**src/rtl/debounce_pkg.sv**
```systemverilog
// Shared state encoding and default parameter values for the push-button debouncer.
package debounce_pkg;

  typedef enum logic [1:0] {
    IDLE_LOW,
    QUAL_HIGH,
    HELD_HIGH,
    QUAL_LOW
  } deb_state_t;

  localparam int DEFAULT_NUM_BUTTONS  = 2;
  localparam int DEFAULT_TICK_DIVIDE  = 200000;
  localparam int DEFAULT_STABLE_TICKS = 10;

endpackage

```
**src/rtl/debounce_channel.sv**
```systemverilog
// One debounced button: 2-flop synchronizer, qualification FSM with tick counter,
// and registered press/release pulses aligned with the first cycle of the new level.
module debounce_channel
  import debounce_pkg::*;
#(
  parameter int STABLE_TICKS = DEFAULT_STABLE_TICKS
) (
  input  logic clk,
  input  logic reset,
  input  logic tick,
  input  logic btn_async,
  output logic btn_level,
  output logic btn_press,
  output logic btn_release
);

  localparam int CW = $clog2(STABLE_TICKS + 1);
  localparam logic [CW-1:0] CNT_ONE  = CW'(1);
  localparam logic [CW-1:0] CNT_LAST = CW'(STABLE_TICKS - 1);

  if (STABLE_TICKS < 1) begin : g_bad_stable_ticks
    $error("debounce_channel: STABLE_TICKS must be >= 1");
  end

  logic          sync_meta;
  logic          sync_out;
  deb_state_t    state;
  deb_state_t    next_state;
  logic [CW-1:0] cnt;
  logic [CW-1:0] cnt_next;

  always_ff @(posedge clk) begin
    if (reset) begin
      sync_meta   <= 1'b0;
      sync_out    <= 1'b0;
      state       <= IDLE_LOW;
      cnt         <= '0;
      btn_press   <= 1'b0;
      btn_release <= 1'b0;
    end else begin
      sync_meta   <= btn_async;
      sync_out    <= sync_meta;
      state       <= next_state;
      cnt         <= cnt_next;
      btn_press   <= (state == QUAL_HIGH) && (next_state == HELD_HIGH);
      btn_release <= (state == QUAL_LOW) && (next_state == IDLE_LOW);
    end
  end

  // A sample mismatch takes priority over a coincident tick.
  always_comb begin
    next_state = state;
    cnt_next   = cnt;
    case (state)
      IDLE_LOW: begin
        if (sync_out) begin
          next_state = QUAL_HIGH;
          cnt_next   = '0;
        end
      end
      QUAL_HIGH: begin
        if (!sync_out) begin
          next_state = IDLE_LOW;
          cnt_next   = '0;
        end else if (tick) begin
          cnt_next = cnt + CNT_ONE;
          if (cnt == CNT_LAST) next_state = HELD_HIGH;
        end
      end
      HELD_HIGH: begin
        if (!sync_out) begin
          next_state = QUAL_LOW;
          cnt_next   = '0;
        end
      end
      QUAL_LOW: begin
        if (sync_out) begin
          next_state = HELD_HIGH;
          cnt_next   = '0;
        end else if (tick) begin
          cnt_next = cnt + CNT_ONE;
          if (cnt == CNT_LAST) next_state = IDLE_LOW;
        end
      end
      default: begin
        next_state = IDLE_LOW;
        cnt_next   = '0;
      end
    endcase
  end

  assign btn_level = (state == HELD_HIGH) || (state == QUAL_LOW);

endmodule

```
**src/rtl/button_debounce.sv**
```systemverilog
// Multi-channel push-button debouncer: one shared sample-tick prescaler feeding
// NUM_BUTTONS independent debounce channels.
module button_debounce
  import debounce_pkg::*;
#(
  parameter int NUM_BUTTONS  = DEFAULT_NUM_BUTTONS,
  parameter int TICK_DIVIDE  = DEFAULT_TICK_DIVIDE,
  parameter int STABLE_TICKS = DEFAULT_STABLE_TICKS
) (
  input  logic                   clk,
  input  logic                   reset,
  input  logic [NUM_BUTTONS-1:0] btn_in,
  output logic [NUM_BUTTONS-1:0] btn_level,
  output logic [NUM_BUTTONS-1:0] btn_press,
  output logic [NUM_BUTTONS-1:0] btn_release,
  output logic                   tick
);

  localparam int PW = $clog2(TICK_DIVIDE);
  localparam logic [PW-1:0] PRESC_ONE  = PW'(1);
  localparam logic [PW-1:0] PRESC_LAST = PW'(TICK_DIVIDE - 1);

  if (NUM_BUTTONS < 1) begin : g_bad_num_buttons
    $error("button_debounce: NUM_BUTTONS must be >= 1");
  end
  if (TICK_DIVIDE < 2) begin : g_bad_tick_divide
    $error("button_debounce: TICK_DIVIDE must be >= 2");
  end

  logic [PW-1:0] prescale_cnt;

  // tick is registered, so it lands the cycle after the counter hits its last value.
  always_ff @(posedge clk) begin
    if (reset) begin
      prescale_cnt <= '0;
      tick         <= 1'b0;
    end else begin
      prescale_cnt <= (prescale_cnt == PRESC_LAST) ? '0 : prescale_cnt + PRESC_ONE;
      tick         <= (prescale_cnt == PRESC_LAST);
    end
  end

  for (genvar i = 0; i < NUM_BUTTONS; i++) begin : g_chan
    debounce_channel #(
      .STABLE_TICKS(STABLE_TICKS)
    ) u_chan (
      .clk        (clk),
      .reset      (reset),
      .tick       (tick),
      .btn_async  (btn_in[i]),
      .btn_level  (btn_level[i]),
      .btn_press  (btn_press[i]),
      .btn_release(btn_release[i])
    );
  end

endmodule

```
**config.mk**
```make
export PLATFORM = sky130hd
export DESIGN_NAME = button_debounce
export DESIGN_NICKNAME = d
export VERILOG_FILES = /design/src/rtl/debounce_pkg.sv /design/src/rtl/debounce_channel.sv /design/src/rtl/button_debounce.sv
export SDC_FILE = /design/constraint.sdc
export NUM_CORES = 1
export LEC_CHECK = 0
export ABC_AREA = 1
export ABC_CLOCK_PERIOD_IN_PS = 2000
export CAP_MARGIN = 20
export CORE_MARGIN = 1.5
export CORE_UTILIZATION = 44
export DETAILED_ROUTE_END_ITERATION = 8
export PLACE_DENSITY = 0.68
export RECOVER_POWER = 25
export SLEW_MARGIN = 10
export SYNTH_ARGS = -nofsm -noshare
export SYNTH_HDL_FRONTEND = slang
export SYNTH_SLANG_ARGS = --single-unit
```
**constraint.sdc**
```tcl
create_clock -name clk -period 2 [get_ports clk]
set_clock_uncertainty 0.1 [all_clocks]
set_input_delay 0.6 -clock clk [delete_from_list [all_inputs] [get_ports clk]]
set_output_delay 0.6 -clock clk [all_outputs]
set_load 0.01 [all_outputs]
```
### Word level (Yosys, flattened, before mapping)

Cells that the tools add are included.

* register bits after elaboration: 39
* input port bits: 4
* output and inout bits: 7

* add/sub/neg operators: 3
* eq/ne operators: 15
* multiplexer cells: 30
* reduce and logical (&&, ||, !) cells: 13

Operator list (count)
* 4-bit 2-to-1 mux: 10
* 2-bit 2-to-1 mux: 16
* 4-bit case mux with 4 select lines: 2
* 18-bit by 1-bit adder with 18-bit output (second input constant): 1
* 18-bit equality test (second input constant): 1
* 2-bit case mux with 4 select lines: 2
* 2-bit equality test (second input constant): 6
* 4-bit by 1-bit adder with 4-bit output (second input constant): 2
* 4-bit equality test (second input constant): 2
* 2-bit zero test: 4
* 2-bit by 1-bit equality test with 1-bit output (second input constant): 2
* 1-bit logical AND: 4
* 2-bit by 1-bit inequality test with 1-bit output (second input constant): 2
* 2-bit inequality test (second input constant): 2
* 2-bit AND reduction: 2
* 1-bit logical OR: 2
* 2-bit OR reduction: 1

### Longest topological paths before layout

Gate-level depths: netlist of the first run.

* depth in word-level cells: 7
* gate-level depth with buffers: 8
* mapped depth without buffers: 8

### By module

From an unflattened synthesis of the first run, not the netlist that was laid out.

* cell total of the unflattened synthesis: 280
* area total of the unflattened synthesis: 1910.6 µm²

Modules (own cells, without submodules)
* debounce_channel: times used 2, cells an instance 70, area each 481.7 µm², seq. area each 200.2 µm²
* button_debounce: times used 1, cells an instance 140, area each 947.2 µm², seq. area each 380.4 µm²

### Least setup slack after synthesis of the first run

OpenSTA, ideal clock, no wires.

* path kind: input port to flip-flop
* start: input reset
* end: register prescale_cnt[13]
* data arrival time: 1.191 ns
* required time: 1.786 ns
* path slack: 0.595 ns
* stages: 5
* cells stage by stage: buf_2 inv_1 nand2_4 buf_12 nor2_1

* longest elaborated chain between the ends: 1

Ends and longest elaborated chain
* from (decl): line button_debounce.sv:11 `input logic reset,`
* 2-bit OR reduction (no line)
* to (signal assigned): line button_debounce.sv:38 `prescale_cnt <= (prescale_cnt == PRESC_LAST) ? '0 : prescale_cnt + PRESC_ONE;`
* to (decl): line button_debounce.sv:30 `logic [PW-1:0] prescale_cnt;`

Every way passes these cells.
A chain may end at the register's enable or synchronous reset.

### Worst setup path after layout of the first run

* start: register g_chan[1].u_chan.state[1]
* end: output btn_level[1]

* longest elaborated chain between the ends: 2

Ends and longest elaborated chain
* from (decl): line debounce_channel.sv:27 `deb_state_t state;`
* from (signal assigned): line debounce_channel.sv:43 `state <= next_state;`
* 2-bit equality test: line debounce_channel.sv:92 `assign btn_level = (state == HELD_HIGH) || (state == QUAL_LOW);`
* 1-bit logical OR *: line debounce_channel.sv:92
* to (decl): line button_debounce.sv:13 `output logic [NUM_BUTTONS-1:0] btn_level,`

Mark *: on every way between the ends. The rest lies on a longest branch, timed or not.

==> impl_metrics.toml, run 1 <==
[critical_path]
endpoint_kind = "output pin"
r2r_setup_slack_ps = 420
cp_max_fo = 3
crit_family = "buffers and inverters"
arrival_ps = 1190
r2r.worst_path.cells = 6
slowest_stage = "clkdlybuf4s50_1"
worstPathRequired_ps = 1300
rr_startpoint = "prescale_cnt[0]"
worst-path-buf-inv = 1
critical_path.max_stage_delay_ps = 540
path_cells = "clkdlybuf4s50_1"
r2r-end = "prescale_cnt[13]"
critPathKind = "register to output pin"
worstSetupStartpointType = "register"

[synthesis]
synth_nets = 275
syn_avg_cell_area_um2 = 7.14
ys_seq_area_share_pct = 41.1
synthesis.instances = 266
ys_types = 26
syn-cell-area_um2 = 1900
ys_ff_latch = 39
synth_warnings = 0

[timing]
fmax_mhz = 530
rsz0062_at_grt = "false"
worstMarginPinSlew_ps = 426
hold_violations = 0
relSlewSlack_pct = 71.6
period_needed_ps = 1890
setup_viol = 0
final.setup.tns_ps = 0
final_max_slew_viol_count = 0
fin_crit_sh_pct = 94.3

[clocking]
clock_path_buffers = 2
cts_setup_buffers = 0
numCtsBuffers = 5
holdBufCountCts = 0
insertion_delay_ps = 300
h-tree-depth = 2
cts_tree = "built"
post_cts_resized = 0
clkTransAtPathRegs_ps = 80
clock_sinks = 39
cts_root_buf = "clkbuf_8"

[placement]
io_buffers = 10
dp_hpwl_um = 2370
gp_congestion = 0.825
placed_area_um2 = 1990

[outcome]
status = "complete, no violations"

[global_routing]
grt_usage_pct = 15.7
grt_pass1_wl_um = 5380
antenna_found_initial = 0
grt_pass1_vias = 1330
grt_overflow = 0
grt_max_degree = 19

[layout]
area_growth_pct = 9.29
antenna_cells = 0
final_layout_size_suffix_gt1_share_pct = 10.5
fin_area_um2 = 2070
nNetsFinal = 283

[floorplanning]
die_y_um = 68.7
start_util_pct = 46.4
rows = 23
die_area_um2 = 4720
die_x_um = 68.7
io_pins = 11
core-area_um2 = 4090

[pwr]
power_density_nw_per_um2 = 658
p_leak_nw = 0.761
total_power_mw = 1.36
ir_drop_v = 0.000418

[routing]
post_drt_wl_per_cell_um = 9.84
drt_iter0_markers = 57
num_vias = 1518
avgViaCountPerCell = 4.67
wl_um = 3200
drt_drc_violations_left = 0
firstDrtPassIters = 4
ant_nets = 0

[hold_path]
hold_path_class = "register to register"
min_from = "g_chan[0].u_chan.sync_meta"
min_to = "g_chan[0].u_chan.sync_out"
hold_depth = 2

[run]
cap_viol_max_count = 0
layout make-up:
type                    count  area (µm²)
clock buffers               6        72.6
clock inverters             2        12.5
fillers                   415        2010
inverters                  35         131
multi-input cells         181         903
flip-flops and latches     39         781
well taps                  50        62.6
repair buffers             12         111
where the power goes:
group / internal, mW / switching (mW)
combinational: 0.0180 / 0.0319
clock: 0.244 / 0.278
sequential: 0.786 / 0.00720
state kept, by name, summed over array words and instances (netlist names):
register,count
g_chan.u_chan.btn_press,2
g_chan.u_chan.btn_release,2
g_chan.u_chan.cnt,8
tick,1
g_chan.u_chan.sync_meta,2
prescale_cnt,18
g_chan.u_chan.sync_out,2
g_chan.u_chan.state,4
synth_stat cells:
cell type	n	area (µm²)
a21oi_1	12	60.1
a21oi_2	2	17.5
buf_12	1	20.0
buf_2	2	10.0
buf_4	6	45.0
clkbuf_1	2	7.51
dfxtp_1	39	781
ha_1	5	62.6
inv_1	32	120
inv_2	3	11.3
nand2_1	60	225
nand2_2	2	12.5
nand2_4	1	11.3
nand3_1	14	70.1
nand3_2	2	20.0
nand4_1	3	18.8
nor2_1	44	165
nor2_2	11	68.8
nor3_1	4	20.0
o2111ai_1	1	8.76
o21ai_0	6	30.0
o22ai_1	2	12.5
or2_0	1	6.26
or2_1	1	6.26
xnor2_1	2	17.5
xor2_1	8	70.1
per-stage QoR:
step / instances / hold WS, ps / util [%] / setup WS (ps)
2_1_floorplan: 266 / 288 / - / 595
3_5_place_dp: 317 / 296 / 48.8 / 225
6_report: 325 / 298 / 50.8 / 114
4_1_cts: 325 / 300 / 50.9 / 101
5_1_grt: 325 / 315 / 50.8 / 64.4
3_3_place_gp: 317 / 290 / 48.8 / 237
metal layers:
metal | global-route usage [%] | vias up | wire length [µm]
li1 | - | 827 | -
met5 | 0 | - | 0
met2 | 24.3 | 15 | 1400
met3 | 5.84 | 7 | 124
met4 | 8.75 | 0 | 68
met1 | 18.8 | 669 | 1600
cells in the final DEF (no fill, tap or decap), types with 2 or more instances in the layout:
cell | Yosys | layout
clkbuf_1 | 2 | 2
dfxtp_1 | 39 | 39
nand2_1 | 60 | 60
nand4_1 | 3 | 3
clkdlybuf4s50_1 | 0 | 9
xnor2_1 | 2 | 2
nor2_2 | 11 | 11
nand3_2 | 2 | 2
nand2_2 | 2 | 2
o21ai_0 | 6 | 6
a21oi_2 | 2 | 2
o22ai_1 | 2 | 2
nor3_1 | 4 | 4
nand3_1 | 14 | 14
a21oi_1 | 12 | 12
nor2_1 | 44 | 44
ha_1 | 5 | 5
xor2_1 | 8 | 8
inv_1 | 32 | 32
inv_2 | 3 | 3
clkbuf_8 | 0 | 5
kinds of logic after synthesis:
group                      count (synthesis)  synth area share (%)
AOI/OAI and AO/OA                         23                  6.79
xor gates and xnor gates                  10                  4.61
adders and majority gates                  5                  3.30
buffers and inverters                     46                  11.3
DFF                                       39                  41.1
and+or+nand+nor                          143                  32.9
worst max-delay path by stage:
stage,start,to,cells past startpoint
after floorplan,reset,prescale_cnt[13],5
after global placement,reset,prescale_cnt[13],4
after detailed placement,reset,prescale_cnt[6],4
after CTS,g_chan[1].u_chan.state[1],btn_level[1],1
after global routing,g_chan[1].u_chan.state[1],btn_level[1],1
final,g_chan[1].u_chan.state[1],btn_level[1],1
No activity file was read; power rests on OpenSTA's default activity.
==> run 2, diff against run 1 <==
Settings changed: SETUP_SLACK_MARGIN from default to 0.2, SLEW_MARGIN 10 to 30.
==> run 2 against run 1 <==
Worst hold slack did not move. Combinational power is essentially flat. Setup slack better by 210 ps. Sequential cell count is the same. Fmax is 12% higher. Count of clock-buffer cells in the layout unchanged. Routed wire length is essentially flat. Design area down 0.42%. Critical path type is now input port to register. Largest power group unchanged. Highest routed layer unchanged.
==> impl_metrics.toml, run 2 (same netlist as run 1, synthesis figures left out) <==
[global_routing]
grt_max_degree = 19
antenna_found_initial = 0
grt_pass1_vias = 1332
grt_overflow = 0
grt_pass1_wl_um = 5400
grt_usage_pct = 15.8

[critical_path]
r2r_setup_slack_ps = 420
worst-path-buf-inv = 3
cp_max_fo = 9
worstPathRequired_ps = 2090
critical_path_depth = 5
r2r-end = "prescale_cnt[13]"
critPathKind = "input port to register"
rr_startpoint = "prescale_cnt[0]"
path_cells = "dlygate4sd3_1 > clkbuf_1 > nor2_1 > inv_1 > o22ai_1"
endpoint_kind = "register"
critical_path.max_stage_delay_ps = 540
arrival_ps = 1770
worstSetupStartpointType = "input port"
r2r.worst_path.cells = 6
crit_family = "buffers and inverters"
slowest_stage = "dlygate4sd3_1"

[routing]
post_drt_wl_per_cell_um = 9.83
wl_um = 3200
num_vias = 1518
avgViaCountPerCell = 4.67
ant_nets = 0
firstDrtPassIters = 4
drt_iter0_markers = 57
drt_drc_violations_left = 0

[floorplanning]
die_area_um2 = 4720
die_y_um = 68.7
core-area_um2 = 4090
rows = 23
io_pins = 11
start_util_pct = 46.4
die_x_um = 68.7

[run]
cap_viol_max_count = 0

[layout]
nFillCells = 416
top_regs = "prescale_cnt x18, g_chan.u_chan.cnt x8, g_chan.u_chan.state x4"
top_register = "prescale_cnt"
largest_reg_flops = 18
layout_common_cells = "60 x nand2_1, 44 x nor2_1, 39 x dfxtp_1, 32 x inv_1, 14 x nand3_1"
finalCoreUtilization_pct = 50.6
final_layout_size_suffix_gt1_share_pct = 10.5
fin_cells = 325
regArea_um2 = 781
final_common_cell = "nand2_1"
nNetsFinal = 283
area_growth_pct = 8.83
antenna_cells = 0
multi_input_area_um2 = 903

[timing]
setup_viol = 0
whs_ps = 298
period_needed_ps = 1680
final_max_slew_viol_count = 0
fin_crit_sh_pct = 83.8
worstMarginPinSlew_ps = 429
rsz0062_at_grt = "false"
hold_violations = 0
final.setup.tns_ps = 0
relSlewSlack_pct = 71.4
fmax_mhz = 597

[placement]
gp_congestion = 0.825
io_buffers = 10
dp_hpwl_um = 2370
numPlacedInstances = 317

[pwr]
ir_drop_v = 0.000418
power_density_nw_per_um2 = 660
p_leak_nw = 0.795
total_power_mw = 1.36

[clocking]
clock_path_buffers = 2
clock_sinks = 39
numCtsBuffers = 5
h-tree-depth = 2
cts_root_buf = "clkbuf_8"
insertion_delay_ps = 300
cts_tree = "built"
cts_setup_buffers = 0
holdBufCountCts = 0
post_cts_resized = 7
clkTransAtPathRegs_ps = 80

[hold_path]
min_from = "g_chan[0].u_chan.sync_meta"
min_to = "g_chan[0].u_chan.sync_out"
hold_depth = 2
hold_path_class = "register to register"

[outcome]
status = "complete, no violations"
## run 2: worst max-delay path by stage
stage / start / endpoint / slack (ps)
after floorplan: reset / prescale_cnt[13] / 590
after global placement: reset / prescale_cnt[13] / 240
after detailed placement: reset / prescale_cnt[6] / 220
after CTS: g_chan[1].u_chan.state[1] / btn_level[1] / 370
after global routing: prescale_cnt[0] / prescale_cnt[13] / 250
final: reset / g_chan[1].u_chan.state[1] / 320
## run 2: tightest hold or removal path, stage by stage, from the launching register on
cell and delay, ps:
dfxtp_1 300, inv_1 40, nor2_1 30
## run 2: final cells by class
class	count	share of cell area [%]
clock buffer	6	3.51
sequential	39	37.8
tap	50	3.03
timing repair buffer	12	4.97
clock inverter	2	0.606
multi-input combinational	181	43.7
inverter	35	6.36
## run 2: power by group
group | internal, mW | switching, mW | total [mW]
sequential | 0.786 | 0.00720 | 0.793
combinational | 0.0180 | 0.0319 | 0.0499
clock | 0.244 | 0.277 | 0.521
total | 1.05 | 0.316 | 1.36
## run 2: metrics by stage
| stage | cell area (µm²) | setup slack [ps] |
|---|---|---|
| after floorplan | 1900 | 595 |
| after global placement | 1990 | 237 |
| after detailed placement | 1990 | 225 |
| after CTS | 2070 | 373 |
| after global routing | 2070 | 253 |
| final | 2070 | 324 |
## run 2: layer usage
| metal | up-vias | share of wire (%) | GRT usage, % |
|---|---|---|---|
| li1 | 827 | - | - |
| met1 | 669 | 50 | 18.8 |
| met2 | 15 | 44 | 24.4 |
| met3 | 7 | 4.0 | 5.84 |
| met4 | 0 | 2.1 | 8.75 |
| met5 | - | 0 | 0 |
